[src/rtl/serial_adder_pkg.sv]
// Shared types for the bit-serial adder: the controller state encoding.
package serial_adder_pkg;

    typedef enum logic [1:0] {
        IDLE  = 2'd0,
        SHIFT = 2'd1,
        DONE  = 2'd2
    } sa_state_t;

endpackage

[src/rtl/serial_adder_full_adder.sv]
// Single-bit combinational full adder cell used as the serial adder's bit slice.
module full_adder (
    input  logic a,
    input  logic b,
    input  logic c,
    output logic sum,
    output logic carry
);

    // Classic sum/majority decomposition; purely combinational.
    always_comb begin
        sum   = a ^ b ^ c;
        carry = (a & b) | (c & (a ^ b));
    end

endmodule

[src/rtl/serial_adder.sv]
// Bit-serial WIDTH-bit adder: captures operands on start, adds one bit per
// clock LSB first through a single full_adder, and reports the registered
// sum/carry-out together with a one-cycle done pulse.
module serial_adder
    import serial_adder_pkg::*;
#(
    parameter int WIDTH = 8
) (
    input  logic             clk,
    input  logic             rst_n,
    input  logic             start,
    input  logic [WIDTH-1:0] a_in,
    input  logic [WIDTH-1:0] b_in,
    input  logic             cin,
    output logic             busy,
    output logic             done,
    output logic [WIDTH-1:0] sum_out,
    output logic             cout
);

    localparam int CNT_W = (WIDTH > 1) ? $clog2(WIDTH + 1) : 1;
    localparam logic [CNT_W-1:0] LAST_BIT = CNT_W'(WIDTH - 1);

    sa_state_t state_q, state_d;

    logic [WIDTH-1:0] a_sr_q, a_sr_d;
    logic [WIDTH-1:0] b_sr_q, b_sr_d;
    logic [WIDTH-1:0] sum_sr_q, sum_sr_d;
    logic             carry_q, carry_d;
    logic [CNT_W-1:0] cnt_q, cnt_d;
    logic [WIDTH-1:0] sum_out_q, sum_out_d;
    logic             cout_q, cout_d;

    logic             fa_sum;
    logic             fa_carry;
    logic             last_bit;
    logic [WIDTH-1:0] shifted_sum;

    full_adder u_full_adder (
        .a     (a_sr_q[0]),
        .b     (b_sr_q[0]),
        .c     (carry_q),
        .sum   (fa_sum),
        .carry (fa_carry)
    );

    assign last_bit = (cnt_q == LAST_BIT);

    // State register; reset aborts any operation in flight.
    always_ff @(posedge clk or negedge rst_n) begin
        if (!rst_n) begin
            state_q <= IDLE;
        end else begin
            state_q <= state_d;
        end
    end

    // Next-state logic: start is only looked at in IDLE, DONE always returns to IDLE.
    always_comb begin
        state_d = state_q;
        unique case (state_q)
            IDLE:    if (start) state_d = SHIFT;
            SHIFT:   if (last_bit) state_d = DONE;
            DONE:    state_d = IDLE;
            default: state_d = IDLE;
        endcase
    end

    // Status outputs decoded straight from the registered state so they never glitch.
    always_comb begin
        busy = (state_q != IDLE);
        done = (state_q == DONE);
    end

    // Sum shift register after inserting the freshly computed bit at the MSB end.
    always_comb begin
        shifted_sum              = sum_sr_q >> 1;
        shifted_sum[WIDTH-1]     = fa_sum;
    end

    // Datapath next values; the result register is loaded on the edge that enters
    // DONE so that sum_out/cout are already valid while done is high.
    always_comb begin
        a_sr_d    = a_sr_q;
        b_sr_d    = b_sr_q;
        sum_sr_d  = sum_sr_q;
        carry_d   = carry_q;
        cnt_d     = cnt_q;
        sum_out_d = sum_out_q;
        cout_d    = cout_q;
        unique case (state_q)
            IDLE: begin
                if (start) begin
                    a_sr_d   = a_in;
                    b_sr_d   = b_in;
                    carry_d  = cin;
                    cnt_d    = '0;
                    sum_sr_d = '0;
                end
            end
            SHIFT: begin
                a_sr_d   = a_sr_q >> 1;
                b_sr_d   = b_sr_q >> 1;
                sum_sr_d = shifted_sum;
                carry_d  = fa_carry;
                if (last_bit) begin
                    cnt_d     = '0;
                    sum_out_d = shifted_sum;
                    cout_d    = fa_carry;
                end else begin
                    cnt_d = cnt_q + CNT_W'(1);
                end
            end
            DONE: begin
            end
            default: begin
            end
        endcase
    end

    // Datapath registers: shift regs, carry flop, bit counter and result registers.
    always_ff @(posedge clk or negedge rst_n) begin
        if (!rst_n) begin
            a_sr_q    <= '0;
            b_sr_q    <= '0;
            sum_sr_q  <= '0;
            carry_q   <= 1'b0;
            cnt_q     <= '0;
            sum_out_q <= '0;
            cout_q    <= 1'b0;
        end else begin
            a_sr_q    <= a_sr_d;
            b_sr_q    <= b_sr_d;
            sum_sr_q  <= sum_sr_d;
            carry_q   <= carry_d;
            cnt_q     <= cnt_d;
            sum_out_q <= sum_out_d;
            cout_q    <= cout_d;
        end
    end

    assign sum_out = sum_out_q;
    assign cout    = cout_q;

endmodule

[config.mk]
export PLATFORM = sky130hd
export DESIGN_NAME = serial_adder
export DESIGN_NICKNAME = d
export VERILOG_FILES = /design/src/rtl/serial_adder_pkg.sv /design/src/rtl/serial_adder_full_adder.sv /design/src/rtl/serial_adder.sv
export SDC_FILE = /design/constraint.sdc
export NUM_CORES = 1
export LEC_CHECK = 0
export ABC_AREA = 1
export BUFFER_PORTS_ARGS = -buffer_cell sky130_fd_sc_hd__buf_2
export CAP_MARGIN = 20
export CORE_UTILIZATION = 30
export DETAILED_ROUTE_END_ITERATION = 12
export PLACE_DENSITY = 0.46
export SETUP_SLACK_MARGIN = 0.3
export SYNTH_ARGS = -nofsm -noshare
export SYNTH_HDL_FRONTEND = slang
export SYNTH_SLANG_ARGS = --single-unit
[constraint.sdc]
create_clock -name clk -period 2 [get_ports clk]
set_input_delay 0.1 -clock clk [delete_from_list [all_inputs] [get_ports clk]]
set_output_delay 0.1 -clock clk [all_outputs]
set_load 0.01 [all_outputs]
-- Yosys cells after proc, flatten, opt, wreduce, memory -nomap -nowiden
Cells that the tools add are included.
- add/sub/neg operators: 1
- eq/ne operators: 5
- mux-type cells: 14
- bitwise logic cells: 5
- reduce and logical (&&, ||, !) cells: 6
- operators with widths (kind ; number):
    one-hot mux 8 bit (2 select lines) ; 3
    two-way mux 8 bit ; 3
    two-way mux 4 bit ; 2
    one-hot mux 4 bit (2 select lines) ; 1
    AND reduction 2 bit ; 3
    adder 4 x 1 -> 4 bit, second input constant ; 1
    equality test 4 x 3 -> 1 bit, second input constant ; 1
    two-way mux 2 bit ; 2
    inequality test 2 bit, second input constant ; 2
    one-hot mux 2 bit (2 select lines) ; 1
    nonzero test 2 bit ; 2
    AND 1 bit ; 2
    equality test 2 x 1 -> 1 bit, second input constant ; 1
    equality test 2 bit, second input constant ; 1
    logical NOT 2 bit ; 1
    one-hot mux 1 bit (2 select lines) ; 1
    XOR 1 bit ; 2
    two-way mux 1 bit ; 1
    OR 1 bit ; 1
- register bits: 40
- input bits: 20
- output and inout bits: 11
- word-level logic and storage cells: 39

-- Longest topological paths before layout
Gate-level depths: netlist of the first run.
- depth in word-level cells: 4
- depth in mapped cells: 7
- mapped depth without buffers: 6

-- By module
From an unflattened synthesis of the first run, not the netlist that was laid out.
- cells, all modules: 181
- area, all modules: 1749.2 sq um
- by module, submodules not included (module ; times used ; cells each ; area an instance (sq um) ; sequential area each (sq um)):
    serial_adder ; 1 ; 180 ; 1729.2 ; 975.9
    full_adder ; 1 ; 1 ; 20.0 ; 0.0

-- Least setup slack after synthesis of the first run
OpenSTA, ideal clock, no wires.
- kind: reg-to-reg
- start point: reg carry_q
- end point: reg sum_sr_q[7]
- library setup time: 82 ps
- data arrival time: 1079 ps
- required time: 1918 ps
- setup slack: 838 ps
- stages on the path, launching flop included: 4
- path buffers: 0
- period minus slack after synthesis: 1162 ps
- cells stage by stage: dfrtp_1 > fa_1 > inv_1 > o22ai_1
- cells in the longest elaborated chain, start to end: 2
- RTL lines (what ; RTL line ; text):
    from (decl) ; serial_adder.sv:29 ; logic carry_q, carry_d;
    from (signal assigned) ; serial_adder.sv:135 ; carry_q <= carry_d;
    XOR 1 bit ; serial_adder_full_adder.sv:12 ; sum = a ^ b ^ c;
    via fa_sum ; serial_adder.sv:34 ; logic fa_sum;
    one-hot mux 8 bit (2 select lines) ; serial_adder.sv:91 ; unique case (state_q)
    to (signal assigned) ; serial_adder.sv:134 ; sum_sr_q <= sum_sr_d;
    to (decl) ; serial_adder.sv:28 ; logic [WIDTH-1:0] sum_sr_q, sum_sr_d;
The timed path passes the listed nets, and every way through them passes these cells.
A chain may end at the register's enable or synchronous reset.

-- Worst setup path after layout of the first run
- start point: reg state_q[1]
- end point: reg cnt_q[3]
- cells in the longest elaborated chain, start to end: 3
- elaborated cells between the ends (all ways): 6
- classes of those cells: eq/ne (2); mux (1); reduce/logical (3)
- RTL lines (what ; RTL line ; text):
    from (decl) ; serial_adder.sv:24 ; sa_state_t state_q, state_d;
    from (signal assigned) ; serial_adder.sv:54 ; state_q <= state_d;
    equality test 2 x 1 -> 1 bit / logical NOT 2 bit (equally long branches) ; serial_adder.sv:91 ;
    nonzero test 2 bit (no line) / inequality test 2 bit (equally long branches) ; -- ;
    AND reduction 2 bit (no line) ; -- ;
    to (signal assigned) ; serial_adder.sv:136 ; cnt_q <= cnt_d;
    to (decl) ; serial_adder.sv:30 ; logic [CNT_W-1:0] cnt_q, cnt_d;
Parallel ways exist; a longest one is shown, timed or not.

==> results of run 1 <==
==> through the flow <==
step / util, % / hold WS, ns / area, sq um / setup slack (ns) / std cells
global placement: 36.3 / -0.0587 / 1910 / 0.456 / 293
finish: 39.1 / 0.0147 / 2060 / 0.567 / 302
detailed placement: 36.3 / -0.0604 / 1910 / 0.428 / 293
CTS: 39.0 / 0.0134 / 2060 / 0.417 / 302
global route: 39.1 / 0.0231 / 2060 / 0.384 / 302
floorplan: - / -0.196 / 1690 / 0.838 / 197
==> kinds of logic after synthesis <==
kind of cell,after synthesis
and+or+nand+nor,92
AOI/OAI and AO/OA,39
DFF,39
buffers and inverters,25
adders and majority gates,2
==> how the worst max path moves through the flow <==
stage,end,depth (start not counted),slack [ns]
after floorplan,sum_sr_q[7],3,0.84
after global placement,cnt_q[3],5,0.46
after detailed placement,cnt_q[3],5,0.43
after CTS,cnt_q[3],5,0.42
after global routing,cnt_q[3],6,0.38
final,cnt_q[3],5,0.57
==> sequential cells by signal, summed over array words and instances (netlist names) <==
register,flops
cout,1
sum_out,8
cnt_q,4
carry_q,1
b_sr_q,8
state_q,2
sum_sr_q,7
a_sr_q,8
==> synthesized netlist by cell type <==
library cell,instances,area [sq um]
dfrtp_1,39,976
fa_1,1,20.0
buf_6,1,11.3
nand3_1,4,20.0
inv_1,14,52.6
ha_1,1,12.5
o22ai_1,7,43.8
nor2_1,32,120
a21oi_1,3,15.0
o21ai_1,26,130
o21ai_0,3,15.0
inv_2,3,11.3
nand2_1,54,203
nor2_4,1,11.3
nand2_4,1,11.3
buf_4,1,7.51
buf_2,6,30.0
==> final cells by class <==
class | instances | area (sq um)
inverter | 17 | 63.8
clock buffer | 6 | 72.6
tap | 70 | 87.6
fill | 588 | 3210
multi-input combinational | 133 | 608
clock inverter | 2 | 60.1
timing repair buffer | 35 | 190
sequential | 39 | 976
==> critical path: stages (launching register included) <==
cell,delay (ns)
dfrtp_1,0.42
inv_2,0.08
nand2_1,0.31
nand2_2,0.28
a21oi_1,0.19
nor2_1,0.06
==> metal layers <==
metal	vias up	global-route usage [%]
li1	695	-
met1	623	16.5
met2	18	20.2
met3	4	4.29
met4	0	5.66
met5	-	0
==> power by group through the flow <==
stage | combinational [uW] | sequential, uW | clock [uW]
2_1_floorplan | 923 | 1360 | 0
3_3_place_gp | 1280 | 1340 | 0
3_5_place_dp | 1270 | 1340 | 0
4_1_cts | 1280 | 1330 | 792
5_1_grt | 1490 | 1380 | 827
6_report | 1250 | 1330 | 775
==> what timing repair did <==
item | in CTS | in global routing
endpoints found under the setup margin | 0 | 11
hold buffers | 1 | 0
endpoints found under the hold margin | 39 | 0
gates resized for setup | 0 | 1
==> results.json, run 1 <==
{
  "syn_nets": 219,
  "cts_max_path_buffers": 2,
  "post-route-min-period_ns": 1.43,
  "start_util_pct": 32.1,
  "min_from": "a_in[3]",
  "cts_tree": "built",
  "fmax_mhz": 698,
  "final_common_cell": "nand2_1",
  "p_int_uw": 2130,
  "grt-ovfl-total": 0,
  "peakVddDrop_v": 0.000497,
  "grt_max_degree": 32,
  "grt_pass1_vias": 1330,
  "pwr-share-comb_pct": 37.3,
  "antenna_found_initial": 0,
  "clk_pin_slew_ns": 0.08,
  "switching_share_pct": 36.6,
  "hold_viol": 0,
  "maxCapViolCount": 0,
  "groute.usage.overall_pct": 13.0,
  "drv_slew": 0,
  "drt_wl_total_mm": 3.42,
  "syn_area_sq_mm": 0.00169,
  "synth_seq_cells": 39,
  "yosys.area_share.simple_pct": 21.6,
  "die_h_microns": 77.1,
  "gp_congestion": 0.723,
  "grt_pass1_wl_mm": 6.00,
  "power_frac_clock_pct": 23.1,
  "drt_first_pass_iters": 5,
  "cts-buffers-inserted": 5,
  "drc": 0,
  "cp-start-kind": "register",
  "die-width_microns": 77.1,
  "yosysSeqAreaShare_pct": 57.7,
  "finalCritPeriodShare_pct": 71.6,
  "end_kind": "register",
  "row_count": 26,
  "top_layer_used": "met4",
  "seqPwrFrac_pct": 39.6,
  "synth_compound_gate_area_share_pct": 12.1,
  "holdPathStages": 3,
  "drt-met1-wl_mm": 1.67,
  "synth_top_family_by_area": "simple AND/OR/NAND/NOR gates",
  "power.leakage_uw": 0.00105,
  "crit_start": "state_q[1]",
  "finalSetupViolCount": 0,
  "wl_met2_mm": 1.57,
  "arrival_ns": 1.62,
  "coreArea_sq_mm": 0.00527,
  "switchingPower_uw": 1230,
  "status": "finished clean",
  "relSlewSlack_pct": 73.8,
  "ys_warn_count": 0,
  "whs_endpoint": "a_sr_q[3]",
  "ant_nets": 0,
  "area_growth_pct": 21.8,
  "final_cell_mix": "nand2_1, dfrtp_1, nor2_1",
  "worstReg2RegStart": "state_q[1]",
  "worst_pin_slew_ns": 0.392,
  "setup-tns-final_ns": 0,
  "yosys.area_share.xor_xnor_pct": 0,
  "vias": 1340,
  "routed-wl-met3_microns": 121,
  "wire_per_inst_microns": 11.3,
  "r2r_end": "cnt_q[3]",
  "worst-r2r-cell-count": 5,
  "insertion_delay_ns": 0.29,
  "clock-sinks": 39,
  "num_io_pins": 31,
  "p_total_uw": 3350,
  "synth_fa_ha_area_share_pct": 1.92,
  "dpl.hpwl_mm": 2.40,
  "synthMuxAreaShare_pct": 0,
  "cts-root-buf": "clkbuf_8",
  "hp-class": "in -> reg",
  "grt_setup_unrepaired": "no",
  "required_ns": 2.18,
  "layout.nets": 253,
  "crit_type": "reg -> reg",
  "syn_area_per_cell_sq_um": 8.58,
  "drive_gt1_share_pct": 20.7,
  "post_cts_buffers": 0,
  "cts_max_level": 2,
  "vias_per_cell": 4.44,
  "portBuffers": 30,
  "synth_cell_type_count": 17,
  "n_antenna_cell": 0,
  "finClkSkew_ns": 0.00648,
  "die-area_sq_mm": 0.00594,
  "worstPathMaxFanout": 15,
  "synthCells": 197,
  "regToRegSetupSlack_ns": 0.57,
  "drtIter0Drc": 78,
  "power-per-cell-area_mw_per_mm2": 1630
}
Note: power is estimated with default switching activity, not from simulation.
==> inputs of run 2 (changes only) <==
clock period = 1.48 ns   (was 2 ns; I/O delays follow)
==> run 2 against run 1 <==
Against the previous run: the flow now finishes with violations (hold timing); clock-buffer cell count is the same; wire length grew 18%; final cell count up 6.3%; via count rose by 6.1%; hold slack got worse by 0.015 ns; critical path depth fell by 2; combinational power rose by 90%.
==> results.json, run 2 (synthesized netlist as in run 1, its figures left out) <==
{
  "status": "finished, violations left",
  "violations": "hold timing",
  "final_cell_mix": "nand2_1, dfrtp_1, nor2_1, buf_2, o21ai_1",
  "worst-r2r-cell-count": 3,
  "hp-class": "in -> reg",
  "die_h_microns": 77.1,
  "clock-sinks": 39,
  "maxCapViolCount": 0,
  "whs_endpoint": "b_sr_q[0]",
  "peakVddDrop_v": 0.000682,
  "finalSetupViolCount": 0,
  "switching_share_pct": 39.2,
  "drt_wl_total_mm": 4.03,
  "drtIter0Drc": 92,
  "power_frac_clock_pct": 14.8,
  "fmax_mhz": 830,
  "setup-tns-final_ns": 0,
  "drt_first_pass_iters": 4,
  "p_int_uw": 2990,
  "finalCritPeriodShare_pct": 81.4,
  "fin_hold_ws_ns": -0.000384,
  "cts-buffers-inserted": 5,
  "switchingPower_uw": 1930,
  "cts-root-buf": "clkbuf_8",
  "num_io_pins": 31,
  "drc": 0,
  "grt_setup_unrepaired": "yes",
  "post-route-min-period_ns": 1.20,
  "worstPathMaxFanout": 2,
  "portBuffers": 30,
  "insertion_delay_ns": 0.29,
  "drive_gt1_share_pct": 31.9,
  "clk_pin_slew_ns": 0.08,
  "row_count": 26,
  "min_from": "b_in[0]",
  "path_cells": "fa_1 > inv_2 > o22ai_1",
  "crit_type": "reg -> reg",
  "cp-start-kind": "register",
  "vias_per_cell": 4.43,
  "power-per-cell-area_mw_per_mm2": 2080,
  "cts_max_path_buffers": 2,
  "grt-ovfl-total": 0,
  "required_ns": 1.69,
  "holdPathStages": 3,
  "seqPwrFrac_pct": 37.0,
  "grt_pass1_wl_mm": 6.64,
  "arrival_ns": 1.41,
  "drv_slew": 0,
  "end_kind": "register",
  "grt_pass1_vias": 1414,
  "wire_per_inst_microns": 12.6,
  "start_util_pct": 32.1,
  "ant_nets": 0,
  "gp_congestion": 0.735,
  "area_growth_pct": 40.0,
  "crit_slowest_cell": "fa_1",
  "vias": 1422,
  "worstReg2RegStart": "carry_q",
  "hold_viol": 1,
  "die-width_microns": 77.1,
  "cts_max_level": 2,
  "power.leakage_uw": 0.00116,
  "grt_max_degree": 32,
  "final_common_cell": "nand2_1",
  "coreArea_sq_mm": 0.00527,
  "max_stage_delay_ns": 0.55,
  "n_antenna_cell": 0,
  "layout.nets": 273,
  "pwr-share-comb_pct": 48.2,
  "regToRegSetupSlack_ns": 0.28,
  "cts_tree": "built",
  "relSlewSlack_pct": 65.5,
  "dpl.hpwl_mm": 2.39,
  "die-area_sq_mm": 0.00594,
  "groute.usage.overall_pct": 14.8,
  "worst_pin_slew_ns": 0.517,
  "r2r_end": "sum_sr_q[7]",
  "antenna_found_initial": 0,
  "finClkSkew_ns": 0.00565
}
-- run 2: power by group through the flow --
| stage | Sequential (uW) | Clock [uW] | Combinational [uW] |
|---|---|---|---|
| 2_1_floorplan | 1830 | 0 | 1250 |
| 3_3_place_gp | 1830 | 0 | 1790 |
| 3_5_place_dp | 1820 | 0 | 1800 |
| 4_1_cts | 1820 | 757 | 2030 |
| 5_1_grt | 1880 | 810 | 2680 |
| 6_report | 1820 | 726 | 2370 |
-- run 2: how the worst max path moves through the flow --
stage,startpoint,to,slack (ns),cells past startpoint
floorplan,carry_q,sum_sr_q[7],0.32,3
finish,carry_q,sum_sr_q[7],0.28,3
global placement,cnt_q[0],sum_out[0],0.26,6
global route,carry_q,sum_sr_q[7],0.21,3
detailed placement,cnt_q[0],sum_out[0],0.25,6
CTS,carry_q,sum_sr_q[7],0.27,3
-- run 2: critical path: cells and delay by family (launching register included) --
kind,cells,cell delay [ns]
flip-flops,1,0.40
AO/OA/AOI/OAI,1,0.13
adder cells (fa/ha/maj),1,0.55
buffers and inverters,1,0.04
-- run 2: layer usage --
layer  GRT usage [%]  wire length [microns]
met5               0                      0
met4            8.11                     75
met3            3.45                    116
met2            23.1                   1880
met1            18.8                   1960
-- run 2: timing repair --
| action | CTS | global route |
|---|---|---|
| hold buffers | 10 | 0 |
| setup buffers | 4 | 1 |
| gates resized for setup | 10 | 29 |
| pin swaps | 3 | 5 |
| endpoints found under the setup margin | 19 | 35 |
| endpoints found under the hold margin | 28 | 0 |
| cloned | 2 | 2 |
-- run 2: stage by stage --
| stage | total power [uW] | worst slack (ns) | util, % | instance area, sq um | instances |
|---|---|---|---|---|---|
| 2_1_floorplan | 3080 | 0.318 | - | 1690 | 197 |
| 3_3_place_gp | 3620 | 0.261 | 37.1 | 1950 | 295 |
| 3_5_place_dp | 3620 | 0.245 | 37.1 | 1950 | 295 |
| 4_1_cts | 4600 | 0.275 | 42.1 | 2220 | 318 |
| 5_1_grt | 5380 | 0.206 | 44.9 | 2370 | 321 |
| 6_report | 4920 | 0.276 | 44.9 | 2370 | 321 |
-- run 2: area by class of cell --
| cell class | count | area [sq um] |
|---|---|---|
| sequential | 39 | 978 |
| clock buffer | 6 | 82.6 |
| fill | 530 | 2900 |
| clock inverter | 1 | 5.00 |
| inverter | 17 | 71.3 |
| tap | 70 | 87.6 |
| timing repair buffer | 52 | 419 |
| multi-input combinational | 136 | 723 |
